### src/rtl/l1_ahb_mtx_pkg.sv
// Shared types and helpers for the L1 AHB bus matrix: HTRANS codes, output
// arbiter state encoding and the round-robin scan used by the picker.
package l1_ahb_mtx_pkg;

    localparam logic [1:0] TRANS_IDLE   = 2'b00;
    localparam logic [1:0] TRANS_BUSY   = 2'b01;
    localparam logic [1:0] TRANS_NONSEQ = 2'b10;
    localparam logic [1:0] TRANS_SEQ    = 2'b11;

    typedef enum logic [1:0] {
        ARB_IDLE   = 2'b00,
        ARB_OWNED  = 2'b01,
        ARB_LOCKED = 2'b10
    } arb_state_e;

    typedef struct packed {
        logic [1:0] port;
        logic       valid;
    } arb_dphase_t;

    // Returns {found, index}. Scans last+1, last+2, ... modulo n; descending loop
    // so the nearest requester is the last one written.
    function automatic logic [2:0] rr_next(input logic [3:0] req, input logic [1:0] last,
                                           input int n);
        logic [2:0] r;
        int         idx;
        r = '0;
        for (int k = 4; k >= 1; k--) begin
            if (k <= n) begin
                idx = (int'(last) + k) % n;
                if (req[idx[1:0]]) r = {1'b1, idx[1:0]};
            end
        end
        return r;
    endfunction

endpackage

### src/rtl/l1_ahb_mtx_rr_pick.sv
// Combinational round-robin priority picker: first request after `last`.
module l1_ahb_mtx_rr_pick
    import l1_ahb_mtx_pkg::*;
#(
    parameter int NUM_IN = 3
) (
    input  logic [NUM_IN-1:0] req,
    input  logic [1:0]        last,
    output logic [1:0]        win,
    output logic              found
);

    logic [3:0] req4;
    logic [2:0] pick;

    always_comb begin
        req4             = '0;
        req4[NUM_IN-1:0] = req;
    end

    assign pick  = rr_next(req4, last, NUM_IN);
    assign found = pick[2];
    assign win   = pick[1:0];

endmodule

### src/rtl/l1_ahb_mtx_out_arb.sv
// Output-stage arbiter for one matrix slave port: round-robin grant, held
// across bursts and locked sequences, with a registered data-phase owner.
module l1_ahb_mtx_out_arb
    import l1_ahb_mtx_pkg::*;
#(
    parameter int NUM_IN = 3
) (
    input  logic                  HCLK,
    input  logic                  HRESETn,
    input  logic [NUM_IN-1:0]     req_sel,
    input  logic [2*NUM_IN-1:0]   req_trans,
    input  logic [NUM_IN-1:0]     req_lock,
    input  logic                  HREADYM,
    output logic [NUM_IN-1:0]     active,
    output logic [1:0]            addr_in_port,
    output logic                  no_port,
    output logic [1:0]            data_in_port,
    output logic                  data_valid,
    output logic                  lock_out
);

    arb_state_e       state_q, state_d;
    logic [1:0]       owner_q, rr_last_q;
    arb_dphase_t      dph_q;

    // Inputs padded to four so a 2-bit owner index is always in range.
    logic [3:0]       sel4, lock4, req4;
    logic [3:0][1:0]  trans4;

    for (genvar g = 0; g < 4; g++) begin : g_pad
        if (g < NUM_IN) begin : g_in
            assign sel4[g]   = req_sel[g];
            assign lock4[g]  = req_lock[g];
            assign trans4[g] = req_trans[2*g +: 2];
        end else begin : g_nil
            assign sel4[g]   = 1'b0;
            assign lock4[g]  = 1'b0;
            assign trans4[g] = TRANS_IDLE;
        end
        assign req4[g] = sel4[g] & trans4[g][1];
    end

    logic [1:0] pick_idx, winner;
    logic       pick_found, hold, win_valid;

    l1_ahb_mtx_rr_pick #(.NUM_IN(NUM_IN)) u_pick (
        .req   (req4[NUM_IN-1:0]),
        .last  (rr_last_q),
        .win   (pick_idx),
        .found (pick_found)
    );

    // Locked hold ignores trans so an IDLE inside the sequence keeps the port.
    assign hold = ((state_q == ARB_OWNED) && sel4[owner_q] &&
                   ((trans4[owner_q] == TRANS_BUSY) || (trans4[owner_q] == TRANS_SEQ))) ||
                  ((state_q == ARB_LOCKED) && sel4[owner_q] && lock4[owner_q]);

    assign winner    = hold ? owner_q : pick_idx;
    assign win_valid = hold | pick_found;

    always_ff @(posedge HCLK or negedge HRESETn) begin
        if (!HRESETn) state_q <= ARB_IDLE;
        else if (HREADYM) state_q <= state_d;
    end

    always_comb begin
        state_d = ARB_IDLE;
        if (win_valid) state_d = lock4[winner] ? ARB_LOCKED : ARB_OWNED;
    end

    always_comb begin
        for (int i = 0; i < NUM_IN; i++) active[i] = win_valid && (winner == i[1:0]);
        addr_in_port = winner;
        no_port      = !win_valid;
        lock_out     = (state_q == ARB_LOCKED) || (win_valid && lock4[winner]);
    end

    always_ff @(posedge HCLK or negedge HRESETn) begin
        if (!HRESETn) begin
            owner_q   <= 2'd0;
            rr_last_q <= 2'(NUM_IN - 1);
            dph_q     <= '0;
        end else if (HREADYM) begin
            if (win_valid) owner_q <= winner;
            if (win_valid && !hold) rr_last_q <= winner;
            dph_q.port  <= winner;
            dph_q.valid <= win_valid && trans4[winner][1];
        end
    end

    assign data_in_port = dph_q.port;
    assign data_valid   = dph_q.valid;

endmodule
### config.mk
export PLATFORM = sky130hd
export DESIGN_NAME = l1_ahb_mtx_out_arb
export DESIGN_NICKNAME = d
export VERILOG_FILES = /design/src/rtl/l1_ahb_mtx_pkg.sv /design/src/rtl/l1_ahb_mtx_rr_pick.sv /design/src/rtl/l1_ahb_mtx_out_arb.sv
export SDC_FILE = /design/constraint.sdc
export NUM_CORES = 1
export LEC_CHECK = 0
export ABC_CLOCK_PERIOD_IN_PS = 5210
export CAP_MARGIN = 20
export CORE_MARGIN = 3
export CORE_UTILIZATION = 50
export DETAILED_ROUTE_END_ITERATION = 6
export GPL_TIMING_DRIVEN = 1
export PLACE_DENSITY_LB_ADDON = 0.05
export SLEW_MARGIN = 20
export SYNTH_ARGS = -nofsm -noshare
export SYNTH_HDL_FRONTEND = slang
export SYNTH_HIERARCHICAL = 1
export SYNTH_SLANG_ARGS = --single-unit
### constraint.sdc
create_clock -name HCLK -period 5.21 [get_ports HCLK]
set_clock_uncertainty 0.05 [all_clocks]
set_input_delay 1.042 -clock HCLK [delete_from_list [all_inputs] [get_ports HCLK]]
set_output_delay 1.042 -clock HCLK [all_outputs]
set_load 0.005 [all_outputs]
# == Word-level counts from Yosys, hierarchy flattened ==
# Cells that the tools add are included.
# W data, S select, Z words.
# op_classes
bitwise,4
n_div,3
n_lt_le_gt_ge,5
reduce_logical,18
eq_ne,6
addsub,3
muxes,22
# ops
operator,n
$mod A32 B3 Y32 const B,3
$lt A2 B3 Y1 const B,5
$bmux W1 S2,6
$logic_and A1 B1 Y1,10
$mux W2,5
$mux W3,3
$bmux W2 S2,2
$add A2 B2 Y3 const B,2
$eq A2 B1 Y1 const B,3
$eq A2 B2 Y1 const B,3
$mux W1,6
$reduce_and A2 Y1,2
$add A2 B1 Y3 const B,1
$and A1 B1 Y1,3
$logic_or A1 B1 Y1,3
$logic_not A1 Y1,2
$logic_not A2 Y1,1
$or A1 B1 Y1,1
# word_totals
input_bits,15
ff_bits,9
out_inout_bits,10
elab_cells,66

# == Longest topological paths before layout ==
# logic_depth
ltp_word,12
depth_mapped,11
ltp_nobuf,10

# == By module ==
# The synthesis kept the hierarchy.
# modules_own_cells
mod,area_per_inst_um2,seq_area_each_um2,cells_each,instances
l1_ahb_mtx_out_arb,753.2,226.5,84,1
l1_ahb_mtx_rr_pick,193.9,0.0,27,1

# == Worst setup path after synthesis ==
# Ideal clock, no wire load.
# synth_path
path_kind,in2out
startpoint,input req_trans[1]
endpoint,output active[1]
cell_stages,9
path_slack_ns,1.618
t_arrival_ns,2.500
required_ns,4.118
path_buffers,1
path_cell_list,and2_1 > nor3b_1 > a311oi_1 > a211oi_1 > inv_1 > a211oi_2 > or2_1 > buf_6 > a21boi_0
# synth_between
elab_chain_cells,9
elab_cells_between_ends,21
classes_between,eq/ne (3); mux (12); bitwise (2); reduce/logical (4)
# synth_lines
item,line_no,rtl
from (decl),l1_ahb_mtx_out_arb.sv:11,"input logic [2*NUM_IN-1:0] req_trans,"
$and A1 B1 Y1 *,l1_ahb_mtx_out_arb.sv:40,assign req4[g] = sel4[g] & trans4[g][1];
$bmux W1 S2,l1_ahb_mtx_pkg.sv:31,"if (req[idx[1:0]]) r = {1'b1, idx[1:0]};"
$mux W1 (implied by the code),l1_ahb_mtx_pkg.sv:31,
$mux W3 (2 in a row),l1_ahb_mtx_pkg.sv:31,
$mux W3 *,l1_ahb_mtx_pkg.sv:31,
via pick_idx[0],l1_ahb_mtx_out_arb.sv:43,"logic [1:0] pick_idx, winner;"
$mux W2 *,l1_ahb_mtx_out_arb.sv:58,assign winner = hold ? owner_q : pick_idx;
via addr_in_port[0],l1_ahb_mtx_out_arb.sv:15,"output logic [1:0] addr_in_port,"
$eq A2 B1 Y1 *,l1_ahb_mtx_out_arb.sv:72,for (int i = 0; i < NUM_IN; i++) active[i] = win_valid && (winner == i[1:0]);
$logic_and A1 B1 Y1 *,l1_ahb_mtx_out_arb.sv:72,
to (decl),l1_ahb_mtx_out_arb.sv:14,"output logic [NUM_IN-1:0] active,"
# The timed path passes the listed nets; every way through them passes the cells marked *. The select of a mux whose other input is x is not followed.

# == Final worst setup path ==
# layout_path
startpoint,input req_trans[1]
endpoint,output active[1]
# layout_between
elab_chain_cells,9
elab_cells_between_ends,21
classes_between,eq/ne (3); mux (12); bitwise (2); reduce/logical (4)
# layout_lines
item,line_no,rtl
$and A1 B1 Y1 *,l1_ahb_mtx_out_arb.sv:40,
via req4[0],l1_ahb_mtx_out_arb.sv:27,"logic [3:0] sel4, lock4, req4;"
$bmux W1 S2,l1_ahb_mtx_pkg.sv:31,
$mux W1 (implied by the code),l1_ahb_mtx_pkg.sv:31,
$mux W3 (2 in a row),l1_ahb_mtx_pkg.sv:31,
$mux W3 *,l1_ahb_mtx_pkg.sv:31,
via pick_idx[0],l1_ahb_mtx_out_arb.sv:43,
$mux W2 *,l1_ahb_mtx_out_arb.sv:58,
$eq A2 B1 Y1 *,l1_ahb_mtx_out_arb.sv:72,
$logic_and A1 B1 Y1 *,l1_ahb_mtx_out_arb.sv:72,
# Marks and branches as above.

==> impl_metrics.tcl <==
set metrics [dict create \
    setup_viol_count_final 0 \
    r2r_slack_ns 2.46 \
    post-dp-hpwl_mm 1.81 \
    grt_max_degree 12 \
    hold_viol_final 0 \
    endpoint "active[1]" \
    hold_ws_ns 0.459 \
    fin_util_pct 69.4 \
    syn-num-nets 129 \
    worstRegToRegCells 8 \
    grt_pass1_vias 906 \
    arrival_ns 3.68 \
    ant_nets 0 \
    io_buffers 24 \
    fin_crit_sh_pct 91.5 \
    final_cells 161 \
    synth_seq_cells 9 \
    nets 155 \
    first_pass_iters 4 \
    multiInputGateArea_um2 651 \
    relSlewSlack_pct 70.7 \
    cts-hold-fix-buffers 0 \
    required_ns 4.12 \
    max_freq_mhz 210 \
    cts_tree "yes" \
    period_minus_slack_ns 4.77 \
    post-cts-setup-buffers 0 \
    seqCellArea_um2 226 \
    drive_gt1_share_pct 11.8 \
    clock_latency_ns 0.25 \
    total_power_mw 0.605 \
    worstSetupEndpointType "output pin" \
    diodes 0 \
    antenna_found_initial 0 \
    cts_sinks 9 \
    muxShareOfSynthArea_pct 12.5 \
    synth-xor-area-share_pct 0 \
    synth_warnings 6 \
    critical_path_class "input port to output pin" \
    globalplace.congestion 0.839 \
    rsz0062_at_grt "no" \
    synthToLayoutAreaGrowth_pct 29.2 \
    start_kind "input port" \
    synth_compound_area_share_pct 23.9 \
    synthAdderAreaFrac_pct 3.96 \
    initial_core_util_pct 53.7 \
    cts-root-buf "clkbuf_4" \
    crit_fanout 6 \
    grt_pass1_wl_mm 4.04 \
    r2r-start "rr_last_q[1]" \
    globalRouteTotalUtil_pct 20.8 \
    core_area_um2 1760 \
    drtIter0Drc 29 \
    synth_cells 111 \
    die_y_um 49.5 \
    netlist_area_um2 947 \
    synthTopCellsByArea "dfrtp_1, mux2_2, nor2_1" \
    htreeDepth 1 \
    die_w_um 49.5 \
    min_path_type "register to register" \
    drt-total-wl_mm 2.25 \
    p_per_area_nw_per_um2 494 \
    clk_pin_slew_worst_paths_ns 0.05 \
    row_count 15 \
    clockBufferDepth 2 \
    grt_remaining_overflow 0 \
    min-delay-start "data_in_port[1]" \
    final_cell_mix "clkdlybuf4s50_1, nor2_1, inv_1" \
    ioPinCount 25 \
    die_area_um2 2450 \
    dr_total_vias 947 \
    drcViolationCount 0 \
    syn_avg_cell_area_um2 8.53 \
    crit_start "req_trans[1]" \
    setup_tns_ns 0 \
    wire_per_inst_um 14.0 \
    synth_top_family_by_area "simple AND/OR/NAND/NOR gates" \
    tightest_slew_ns 0.438 \
    leakage_nw 0.513 \
    final_common_cell "clkdlybuf4s50_1" \
    seq_area_frac_synth_pct 23.9 \
    dp_cells 157 \
    yosys.area_share.simple_pct 28.3 \
    maxCapViolCount 0 \
    yosys.area.top_type "dfrtp_1" \
    postCtsResizedCells 0 \
    ir_drop_mv 0.323 \
    yosysUniqueCellTypes 47 \
    n_fill_cell 164 \
    synth_top_cell_area_share_pct 21.1 \
    whs_path_depth 1 \
    drv_slew 0 \
    status "finished clean" \
    cts_buffers 3 \
    rr_endpoint "owner_q[0]" \
    via_per_inst 5.88 \
]
==> flip-flops by register name, indices dropped and copies added (netlist names) <==
signal,cells
state_q,2
data_valid,1
data_in_port,2
owner_q,2
rr_last_q,2
==> critical path: stages <==
cell and delay [ns]:
clkdlybuf4s50_1 0.43, and2_1 0.21, nor3b_1 0.19, a311oi_1 0.07
a211oi_1 0.41, inv_1 0.12, a211oi_2 0.22, or2_1 0.24
a21boi_0 0.21, clkdlybuf4s50_1 0.53
==> stage by stage <==
step | worst slack, ns | cell area, µm²
floorplan | 1.62 | 947
global placement | 0.546 | 1200
detailed placement | 0.464 | 1200
CTS | 0.449 | 1220
global route | 0.147 | 1220
finish | 0.441 | 1220
==> per-layer routing <==
metal	global-route usage [%]	wire, µm
met1	29.4	1050
met2	30.0	987
met3	3.63	165
met4	10.6	52
met5	0	0
==> how the worst min path moves through the flow <==
stage / slack, ns / endpoint
floorplan: 0.46 / data_in_port[1]
global placement: 0.45 / data_in_port[0]
detailed placement: 0.45 / data_in_port[0]
CTS: 0.46 / data_in_port[0]
global route: 0.47 / data_in_port[0]
finish: 0.46 / data_in_port[1]
==> cells in the mapped netlist (all sizes together) <==
cell type  number
nand3b          4
nor3            1
o21a            1
a21oi           4
o32ai           2
dfstp           1
a21o            1
nor4            3
and2            5
nor2           11
or3b            1
a21boi          1
a211oi          3
mux2i           4
nand2b          4
or2             1
or2b            2
or4             1
mux2            6
o221a           1
nor4bb          1
a22oi           1
a311oi          2
nand3           3
nor2b           2
a221oi          1
ha              3
o211ai          1
a22o            1
o2111a          1
nor3b           1
buf             4
dfrtp           8
nand2           7
clkbuf          1
inv             9
a221o           1
o21ai           5
a31oi           2
==> area by class of cell <==
| cell class | instances | area share (%) |
|---|---|---|
| multi-input combinational | 88 | 53.2 |
| timing repair buffer | 26 | 20.9 |
| tap | 25 | 2.56 |
| clock buffer | 4 | 2.15 |
| sequential | 9 | 18.5 |
| inverter | 9 | 2.76 |
==> kinds of logic after synthesis <==
logic type / after synthesis
adders and majority gates: 3
DFF: 9
and+or+nand+nor: 47
buffers and inverters: 14
muxes: 10
AOI/OAI and AO/OA: 28
==> report_power, final <==
part / internal [mW] / switching (mW)
combinational: 0.226 / 0.192
clock: 0.0293 / 0.0215
sequential: 0.102 / 0.0334
Note: power is estimated with default switching activity, not from simulation.
